==> src/rtl/fp32_pkg.sv <==
// fp32_pkg: shared FP32 field constants, accumulator state encoding and
// small pack/unpack helpers for the neuron FP32 datapath.
package fp32_pkg;

    localparam int          SIGN_BIT    = 31;
    localparam int          EXP_W       = 8;
    localparam int          MAN_W       = 23;
    localparam int          EXP_BIAS    = 127;
    localparam logic [7:0]  EXP_MAX     = 8'hFF;
    localparam logic [31:0] FP_POS_ZERO = 32'h0000_0000;

    typedef enum logic [2:0] {
        ST_WAIT  = 3'd0,
        ST_ALIGN = 3'd1,
        ST_ADD   = 3'd2,
        ST_NORM  = 3'd3,
        ST_DONE  = 3'd4
    } acc_state_e;

    // Unpacked operand: mantissa carries the hidden bit in position MAN_W.
    typedef struct packed {
        logic             sign;
        logic [EXP_W-1:0] exp;
        logic [MAN_W:0]   mant;
    } fp_unpacked_t;

    // Split an FP32 word; exponent 0 (zero or subnormal) is flushed to a zero magnitude.
    function automatic fp_unpacked_t fp_unpack(input logic [31:0] v);
        fp_unpacked_t u;
        u.sign = v[SIGN_BIT];
        u.exp  = v[30:23];
        if (v[30:23] == 8'h00) begin
            u.mant = 24'd0;
        end else begin
            u.mant = {1'b1, v[22:0]};
        end
        return u;
    endfunction

    function automatic logic [31:0] fp_pack(input logic sign, input logic [7:0] exp,
                                            input logic [22:0] man);
        return {sign, exp, man};
    endfunction

    function automatic logic [31:0] fp_make_inf(input logic sign);
        return {sign, EXP_MAX, 23'd0};
    endfunction

endpackage

==> src/rtl/fp32_lzc.sv <==
// fp32_lzc: combinational 25-bit leading-zero counter (25 when the input is zero).
module fp32_lzc (
    input  logic [24:0] vec_s,
    output logic [4:0]  lz_s
);

    // Priority scan from LSB upward so the highest set bit is the final assignment.
    always_comb begin
        lz_s = 5'd25;
        for (int i = 0; i < 25; i++) begin
            if (vec_s[i]) begin
                lz_s = 5'(24 - i);
            end else begin
                lz_s = lz_s;
            end
        end
    end

endmodule

==> src/rtl/fp32_mac_accumulator.sv <==
// fp32_mac_accumulator: sequential FP32 sum of multiplier products, one term per
// WAIT/ALIGN/ADD/NORM pass; result held in DONE until accepted downstream.
// Optional macro FP_ACC_BIAS_EN adds a bias port that seeds each new sum.
module fp32_mac_accumulator
    import fp32_pkg::*;
#(
    parameter int CNT_W = 16
) (
    input  logic             clk,
    input  logic             rst_n,
    input  logic             in_valid,
    output logic             in_ready,
    input  logic [31:0]      in_data,
    input  logic             in_last,
    output logic             out_valid,
    input  logic             out_ready,
    output logic [31:0]      out_sum,
    output logic [CNT_W-1:0] out_count,
    output logic             exception,
    output logic             overflow,
    output logic             underflow
`ifdef FP_ACC_BIAS_EN
    ,
    input  logic [31:0]      bias
`endif
);

    acc_state_e       state_r, state_next_s;
    logic [31:0]      acc_r, term_r, out_sum_r;
    logic             last_r, in_ready_r, out_valid_r;
    logic [CNT_W-1:0] count_r;
    logic             exc_r, ovf_r, unf_r;
    logic [23:0]      big_m_r, small_m_r;
    logic [7:0]       exp_r;
    logic             sign_r, same_sign_r;
    logic [24:0]      sum_r;

    logic             accept_s, handshake_s;
    fp_unpacked_t     acc_u_s, term_u_s, big_u_s, small_u_s;
    logic [7:0]       diff_s;
    logic [23:0]      small_shift_s;
    logic [24:0]      sum_s;
    logic [4:0]       lz_s, shift_s;
    logic [24:0]      norm_shift_s;
    logic signed [9:0] exp_w_s;
    logic [22:0]      man_s;
    logic [31:0]      norm_res_s;
    logic             norm_ovf_s, norm_unf_s;
    logic [3:0]       unused_norm_s;

    assign accept_s    = in_valid & in_ready_r;
    assign handshake_s = out_valid_r & out_ready;

    fp32_lzc u_lzc (
        .vec_s (sum_r),
        .lz_s  (lz_s)
    );

    // Next-state selection for the align/add/normalise sequencer.
    always_comb begin
        state_next_s = state_r;
        case (state_r)
            ST_WAIT:  begin
                if (accept_s) begin
                    state_next_s = ST_ALIGN;
                end else begin
                    state_next_s = ST_WAIT;
                end
            end
            ST_ALIGN: state_next_s = ST_ADD;
            ST_ADD:   state_next_s = ST_NORM;
            ST_NORM:  begin
                if (last_r) begin
                    state_next_s = ST_DONE;
                end else begin
                    state_next_s = ST_WAIT;
                end
            end
            ST_DONE:  begin
                if (handshake_s) begin
                    state_next_s = ST_WAIT;
                end else begin
                    state_next_s = ST_DONE;
                end
            end
            default:  state_next_s = ST_WAIT;
        endcase
    end

    // Alignment: pick the larger-magnitude operand and right-shift the other (truncating).
    always_comb begin
        acc_u_s  = fp_unpack(acc_r);
        term_u_s = fp_unpack(term_r);
        if ({acc_u_s.exp, acc_u_s.mant} >= {term_u_s.exp, term_u_s.mant}) begin
            big_u_s   = acc_u_s;
            small_u_s = term_u_s;
        end else begin
            big_u_s   = term_u_s;
            small_u_s = acc_u_s;
        end
        diff_s = big_u_s.exp - small_u_s.exp;
        if (diff_s >= 8'd25) begin
            small_shift_s = 24'd0;
        end else begin
            small_shift_s = small_u_s.mant >> diff_s;
        end
    end

    // Magnitude add or subtract; the larger operand always sits in big_m_r.
    always_comb begin
        if (same_sign_r) begin
            sum_s = {1'b0, big_m_r} + {1'b0, small_m_r};
        end else begin
            sum_s = {1'b0, big_m_r} - {1'b0, small_m_r};
        end
    end

    // Normalisation with range clamping to +-inf or signed zero.
    always_comb begin
        norm_res_s   = FP_POS_ZERO;
        norm_ovf_s   = 1'b0;
        norm_unf_s   = 1'b0;
        shift_s      = 5'd0;
        norm_shift_s = 25'd0;
        exp_w_s      = 10'sd0;
        man_s        = 23'd0;
        if (sum_r == 25'd0) begin
            norm_res_s = FP_POS_ZERO;
        end else begin
            if (sum_r[24]) begin
                exp_w_s = $signed({2'b00, exp_r}) + 10'sd1;
                man_s   = sum_r[23:1];
            end else begin
                // Bit 24 is clear here, so lz >= 1; shift MSB into the hidden-bit slot 23.
                shift_s      = lz_s - 5'd1;
                norm_shift_s = sum_r << shift_s;
                man_s        = norm_shift_s[22:0];
                exp_w_s      = $signed({2'b00, exp_r}) - $signed({5'd0, shift_s});
            end
            if (exp_w_s > 10'sd254) begin
                norm_res_s = fp_make_inf(sign_r);
                norm_ovf_s = 1'b1;
            end else if (exp_w_s < 10'sd1) begin
                norm_res_s = {sign_r, 31'd0};
                norm_unf_s = 1'b1;
            end else begin
                norm_res_s = fp_pack(sign_r, exp_w_s[7:0], man_s);
            end
        end
    end

    assign unused_norm_s = {norm_shift_s[24:23], exp_w_s[9:8]};

    // State register.
    always_ff @(posedge clk or negedge rst_n) begin
        if (!rst_n) begin
            state_r <= ST_WAIT;
        end else begin
            state_r <= state_next_s;
        end
    end

    // Datapath, term counter, sticky flags and registered handshake outputs.
    always_ff @(posedge clk or negedge rst_n) begin
        if (!rst_n) begin
            acc_r       <= FP_POS_ZERO;
            term_r      <= 32'd0;
            last_r      <= 1'b0;
            count_r     <= {CNT_W{1'b0}};
            exc_r       <= 1'b0;
            ovf_r       <= 1'b0;
            unf_r       <= 1'b0;
            big_m_r     <= 24'd0;
            small_m_r   <= 24'd0;
            exp_r       <= 8'd0;
            sign_r      <= 1'b0;
            same_sign_r <= 1'b0;
            sum_r       <= 25'd0;
            out_sum_r   <= 32'd0;
            in_ready_r  <= 1'b0;
            out_valid_r <= 1'b0;
        end else begin
            in_ready_r  <= (state_next_s == ST_WAIT);
            out_valid_r <= (state_next_s == ST_DONE);
            case (state_r)
                ST_WAIT: begin
                    if (accept_s) begin
                        term_r <= in_data;
                        last_r <= in_last;
                        if (count_r != {CNT_W{1'b1}}) begin
                            count_r <= count_r + {{(CNT_W-1){1'b0}}, 1'b1};
                        end
`ifdef FP_ACC_BIAS_EN
                        // A zero count marks the first term of a new sum.
                        if (count_r == {CNT_W{1'b0}}) begin
                            acc_r <= bias;
                            exc_r <= exc_r | (bias[30:23] == EXP_MAX);
                        end
`endif
                    end
                end
                ST_ALIGN: begin
                    exc_r       <= exc_r | (term_r[30:23] == EXP_MAX);
                    big_m_r     <= big_u_s.mant;
                    small_m_r   <= small_shift_s;
                    exp_r       <= big_u_s.exp;
                    sign_r      <= big_u_s.sign;
                    same_sign_r <= (big_u_s.sign == small_u_s.sign);
                end
                ST_ADD: begin
                    sum_r <= sum_s;
                end
                ST_NORM: begin
                    acc_r <= norm_res_s;
                    ovf_r <= ovf_r | norm_ovf_s;
                    unf_r <= unf_r | norm_unf_s;
                    if (last_r) begin
                        out_sum_r <= exc_r ? 32'd0 : norm_res_s;
                    end
                end
                ST_DONE: begin
                    if (handshake_s) begin
                        acc_r     <= FP_POS_ZERO;
                        count_r   <= {CNT_W{1'b0}};
                        exc_r     <= 1'b0;
                        ovf_r     <= 1'b0;
                        unf_r     <= 1'b0;
                        out_sum_r <= 32'd0;
                    end
                end
                default: begin
                    acc_r <= FP_POS_ZERO;
                end
            endcase
        end
    end

    assign in_ready  = in_ready_r;
    assign out_valid = out_valid_r;
    assign out_sum   = out_sum_r;
    assign out_count = count_r;
    assign exception = exc_r;
    assign overflow  = ovf_r;
    assign underflow = unf_r;

endmodule

==> config.mk <==
export PLATFORM = sky130hd
export DESIGN_NAME = fp32_mac_accumulator
export DESIGN_NICKNAME = d
export VERILOG_FILES = /design/src/rtl/fp32_pkg.sv /design/src/rtl/fp32_lzc.sv /design/src/rtl/fp32_mac_accumulator.sv
export SDC_FILE = /design/constraint.sdc
export NUM_CORES = 1
export LEC_CHECK = 0
export CORE_ASPECT_RATIO = 1.75
export CORE_MARGIN = 5
export CORE_UTILIZATION = 35
export CTS_CLUSTER_DIAMETER = 150
export CTS_CLUSTER_SIZE = 20
export DETAILED_ROUTE_END_ITERATION = 10
export SYNTH_ARGS = -nofsm -noshare
export SYNTH_HDL_FRONTEND = slang
export SYNTH_SLANG_ARGS = --single-unit
==> constraint.sdc <==
create_clock -name clk -period 7.2 [get_ports clk]
set_clock_uncertainty 0.05 [all_clocks]
set_input_delay 1.8 -clock clk [delete_from_list [all_inputs] [get_ports clk]]
set_output_delay 1.8 -clock clk [all_outputs]
set_load 0.01 [all_outputs]
-- Word-level counts from Yosys, hierarchy flattened
Cells that the tools add are included.
- $lt $le $gt $ge: 4
- add/sub/neg operators: 7
- shifts and indexed selects: 2
- equality and inequality tests: 12
- reductions and logical operators: 15
- muxes and demuxes: 59
- bitwise gates (word level): 6
- operators with widths (cell ; number):
    32-bit two-way mux ; 4
    32-bit one-hot mux with 3 select lines ; 1
    5-bit two-way mux ; 16
    24-bit two-way mux ; 3
    33-bit two-way mux ; 2
    32-bit one-hot mux with 2 select lines ; 1
    31-bit two-way mux ; 2
    16-bit two-way mux ; 3
    32-bit >= comparator ; 1
    4-bit two-way mux ; 8
    16-bit one-hot mux with 2 select lines ; 1
    24-bit by 24-bit adder with 25-bit output ; 1
    25-bit zero test ; 1
    25-bit two-way mux ; 1
    25-bit by 5-bit << shifter with 23-bit output ; 1
    24-bit by 24-bit subtractor with 25-bit output ; 1
    24-bit by 8-bit >> shifter with 24-bit output ; 1
    23-bit two-way mux ; 1
    10-bit two-way mux ; 2
    16-bit by 1-bit adder with 16-bit output (second input constant) ; 1
    8-bit zero test ; 2
    16-bit != test (second input constant) ; 1
    3-bit one-hot mux with 5 select lines ; 1
    10-bit by 9-bit greater-than comparator with 1-bit output (second input constant) ; 1
    24 further kinds ; 48
- bits in registers: 204

-- Logic depth before layout (Yosys ltp)
- word-level depth: 36
- gate-level depth with buffers: 26

-- Hierarchy
Synthesis repeated with hierarchy kept, for this count alone.
- cell total of the unflattened synthesis: 1734
- area total of the unflattened synthesis: 14731.6 um^2
- modules (own cells, without submodules) (module ; area an instance (um^2) ; seq. area each (um^2) ; cells each ; times used):
    fp32_mac_accumulator ; 14452.6 ; 5104.9 ; 1685 ; 1
    fp32_lzc ; 279.0 ; 0.0 ; 49 ; 1

-- Worst setup path before layout
OpenSTA, ideal clock, no wires.
- kind: reg-to-reg
- from: register sum_r[2]
- to: register acc_r[10]
- cell stages (with the launch flop): 25
- data required time: 7.029 ns
- setup slack: 0.958 ns
- arrival: 6.071 ns
- setup time: 0.121 ns
- cells stage by stage: dfrtp_1 > nor2_1 > a221o_1 > a21oi_1 > o311ai_0 > a21oi_1 > nor2_2 > inv_2 > ha_1 > xnor2_1 > inv_2 > buf_2 > ha_1 > nor2b_1 > o21a_1 > maj3_2 > nor3_2 > or3b_1 > and3b_1 > nor4_4 > a211oi_1 > or2_1 > buf_6 > buf_6 > a22o_1
- cells in the longest elaborated chain, start to end: 32
- elaborated cells on any way between the ends: 36
- those cells by class: 2 x add/sub; 2 x order compare; 1 x shift; 30 x mux; 1 x reduce/logical
- ends and longest elaborated chain (what ; line ; source):
    start, declared ; fp32_mac_accumulator.sv:36 ; logic [24:0] sum_r;
    start signal, assigned ; fp32_mac_accumulator.sv:211 ; sum_r <= sum_s;
    4-bit two-way mux (7 in series) ; fp32_lzc.sv:11 ; if (vec_s[i]) begin
    5-bit two-way mux (16 in series) ; fp32_lzc.sv:11 ;
    5-bit by 1-bit subtractor with 5-bit output ; fp32_mac_accumulator.sv:135 ; shift_s = lz_s - 5'd1;
    8-bit by 5-bit subtractor with 9-bit output ; fp32_mac_accumulator.sv:138 ; exp_w_s = $signed({2'b00, exp_r}) - $signed({5'd0, shift_s});
    10-bit two-way mux ; fp32_mac_accumulator.sv:130 ; if (sum_r[24]) begin
    10-bit two-way mux ; fp32_mac_accumulator.sv:127 ; if (sum_r == 25'd0) begin
    10-bit by 2-bit less-than comparator with 1-bit output ; fp32_mac_accumulator.sv:143 ; end else if (exp_w_s < 10'sd1) begin
    31-bit two-way mux ; fp32_mac_accumulator.sv:143 ;
    31-bit two-way mux ; fp32_mac_accumulator.sv:140 ; if (exp_w_s > 10'sd254) begin
    32-bit two-way mux * ; fp32_mac_accumulator.sv:127 ;
    32-bit one-hot mux with 3 select lines * ; fp32_mac_accumulator.sv:185 ; case (state_r)
    end signal, assigned ; fp32_mac_accumulator.sv:214 ; acc_r <= norm_res_s;
    end, declared ; fp32_mac_accumulator.sv:29 ; logic [31:0] acc_r, term_r, out_sum_r;
Mark *: on every way between the ends. The rest lies on a longest branch, timed or not. The select of a mux whose other input is x is not followed.
A chain may end at the register's enable or synchronous reset.

-- Final worst setup path
- from: register term_r[27]
- to: register small_m_r[17]
- cells in the longest elaborated chain, start to end: 7
- elaborated cells on any way between the ends: 9
- those cells by class: 1 x add/sub; 2 x order compare; 1 x shift; 4 x mux; 1 x reduce/logical
- ends and longest elaborated chain (what ; line ; source):
    start, declared ; fp32_mac_accumulator.sv:29 ;
    start signal, assigned ; fp32_mac_accumulator.sv:188 ; term_r <= in_data;
    8-bit zero test ; fp32_pkg.sv:32 ; if (v[30:23] == 8'h00) begin
    24-bit two-way mux ; fp32_pkg.sv:32 ;
    32-bit >= comparator ; fp32_mac_accumulator.sv:94 ; if ({acc_u_s.exp, acc_u_s.mant} >= {term_u_s.exp, term_u_s.mant}) begin
    33-bit two-way mux ; fp32_mac_accumulator.sv:94 ;
    8-bit subtractor ; fp32_mac_accumulator.sv:101 ; diff_s = big_u_s.exp - small_u_s.exp;
    24-bit by 8-bit >> shifter with 24-bit output / 8-bit by 5-bit >= comparator with 1-bit output (equally long branches) ; fp32_mac_accumulator.sv:105, fp32_mac_accumulator.sv:102 ;
    24-bit two-way mux * ; fp32_mac_accumulator.sv:102 ; if (diff_s >= 8'd25) begin
    end signal, assigned ; fp32_mac_accumulator.sv:205 ; small_m_r <= small_shift_s;
    end, declared ; fp32_mac_accumulator.sv:33 ; logic [23:0] big_m_r, small_m_r;
Mark *: on every way between the ends. The rest lies on a longest branch, timed or not.

==> results.yml <==
route:
  drc: 0
  first_pass_iters: 6
  vias: 13300
  viasPerCell: 5.73
  first_iter_violations: 939
  wl_per_cell_um: 22.0
  ant_nets: 0
  wl_um: 51100
timing:
  slew-limit-headroom_pct: 19.5
  worstMarginPinSlew_ns: 1.20
  rsz0062_at_grt: "false"
  hold_viol: 0
  fin_crit_sh_pct: 90.0
  setup_viol: 0
  slew_viol_final: 0
  finalSetupTns_ns: 0
  fin_crit_ns: 6.48
  fmax_ghz: 0.154
layout:
  finalNetCount: 1871
  layout.cells.non_filler: 2324
  synthToLayoutAreaGrowth_pct: 12.7
  layout-drive-gt1-share_pct: 8.71
  most-common-layout-cells: "nand2_1, dfrtp_1, nor2_1"
  final_common_cell: "nand2_1"
floorplanning:
  core_um2: 41900
  die_w_um: 166
  die_h_um: 282
  start_util_pct: 35.4
  row_count: 99
  die_area_um2: 46800
  ios: 90
synth:
  netlist_instances: 1726
  yosysWarningCount: 0
  synth-seq-cells: 204
  synth-async-reset-ratio_pct: 100
  yosysSeqAreaShare_pct: 34.4
  synth_area_um2: 14800
  syn_area_per_cell_um2: 8.59
  synth_area_leaders: "dfrtp_1, nand2_1, ha_1"
  ys_types: 92
  yosysTopAreaCellShare_pct: 34.4
  syn_nets: 1829
  synth_area_leader_cell: "dfrtp_1"
  dominantRegCellSynth: "dfrtp_1"
  synth_edf_count: 0
placed_design:
  dp_cells: 2307
  port_buffers: 89
  place_hpwl_um: 39600
  place_congestion: 0.995
worst_setup_path:
  r2r_cells: 17
  crit_type: "flop to flop"
  endpoint_kind: "flop"
  critPathRequiredTime_ns: 7.53
  crit_path_start_kind: "flop"
  critical_path.max_fanout: 30
  worstPathArrival_ns: 6.81
clock_tree:
  cts_buffers: 14
  clk_latency_ns: 0.53
  clock_sinks: 204
  hold_buffers: 0
  cts_tree: "done"
  cts.repair.resized: 0
  clockBufferDepth: 3
  cts_htree_levels: 1
  cts_setup_buffers: 0
  clkTransAtPathRegs_ns: 0.09
  cts-root-buf: "clkbuf_16"
flow_run:
  cap_violations: 0
worst_hold_path:
  min_path_type: "flop to flop"
  holdPathStages: 2
global_route:
  antenna_found_initial: 0
  grt_pass1_wl_um: 79000
  grt_max_degree: 129
  grt.overflow.total: 0
  gr-usage-all-layers_pct: 21.2
  grt_pass1_vias: 13300
status:
  status: "finished clean"
==> cell usage after synthesis (all sizes together) (18+ instances only) <==
library cell	number
nand2	233
xnor2	34
mux2i	72
a21o	23
nor3	43
nor4	18
buf	22
dfrtp	204
nor2	156
ha	64
xor2	36
o21ai	152
and2	32
mux2	41
a21oi	107
inv	46
a211oi	21
nand2b	18
clkbuf	82
nand3	52
a22o	43
mux4	18
==> per-stage QoR <==
stage	cell area, um^2	utilization [%]	setup WS, ns	hold WS [ns]
after floorplan	14800	-	0.958	0.392
after global placement	16300	39.0	0.943	0.410
after detailed placement	16300	39.0	0.879	0.421
after CTS	16700	39.9	0.797	0.442
after global routing	16700	39.9	0.247	0.458
final	16700	39.9	0.720	0.430
==> critical path, stage by stage (launching register included) <==
cell      delay, ns
dfrtp_1        0.46
nor4_1         0.31
nand2_1        0.63
nand2_1        0.36
ha_1           0.29
a211oi_2       0.22
o22ai_1        0.12
a2111o_1       0.41
o221ai_2       0.20
buf_4          0.40
nand2_2        0.28
a311oi_2       0.52
o21ai_1        0.17
o311ai_1       0.30
nor3_1         0.09
or2_1          0.25
or3_1          0.74
o41ai_1        0.47
==> worst paths after layout <==
check / start / endpoint / slack [ns]
min: out_sum[21]$_DFFE_PN0P_ / out_sum[21]$_DFFE_PN0P_ / 0.43
min reg2reg: out_sum[21]$_DFFE_PN0P_ / out_sum[21]$_DFFE_PN0P_ / 0.43
max: term_r[27]$_DFFE_PN0P_ / small_m_r[17]$_DFFE_PN0P_ / 0.72
min in group asynchronous: rst_n / out_count[8]$_DFFE_PN0P_ / 1.20
max reg2reg: term_r[27]$_DFFE_PN0P_ / small_m_r[17]$_DFFE_PN0P_ / 0.72
max in group asynchronous: rst_n / sum_r[12]$_DFFE_PN0P_ / 4.74
==> state kept, by name, summed over array words and instances (netlist names) <==
| register | cells |
|---|---|
| acc_r | 32 |
| big_m_r | 24 |
| exception | 1 |
| exp_r | 8 |
| in_ready | 1 |
| last_r | 1 |
| out_count | 16 |
| out_sum | 32 |
| out_valid | 1 |
| overflow | 1 |
| same_sign_r | 1 |
| sign_r | 1 |
| small_m_r | 24 |
| state_r | 3 |
| sum_r | 25 |
| term_r | 32 |
| underflow | 1 |
==> per-layer routing <==
layer / global-route usage (%) / wire (um)
met5: 0 / 0
met4: 12.3 / 3250
met3: 2.07 / 1840
met2: 38.6 / 26100
met1: 24.3 / 20000
==> cells by family (layout without fill, tap and decap cells) <==
kind of cell,Yosys count,count (layout),synth area share [%]
other,0,1,0
buffers and inverters,152,194,4.24
adders and majority gates,67,67,5.74
DFF,204,204,34.4
and+or+nand+nor,623,623,19.7
AOI/OAI and AO/OA,478,478,20.9
xor gates and xnor gates,71,71,4.29
muxes,131,131,10.7
==> final cells by class <==
type	count	area (um^2)
flip-flops and latches	204	5100
repair buffers	130	1210
well taps	555	694
inverters	48	180
diodes	1	2.50
clock inverters	2	32.5
clock buffers	14	350
fillers	4352	25100
multi-input cells	1370	9140
Power is not shown: default switching activity piles up to over one toggle a cycle in this logic, so the estimate is an artifact.
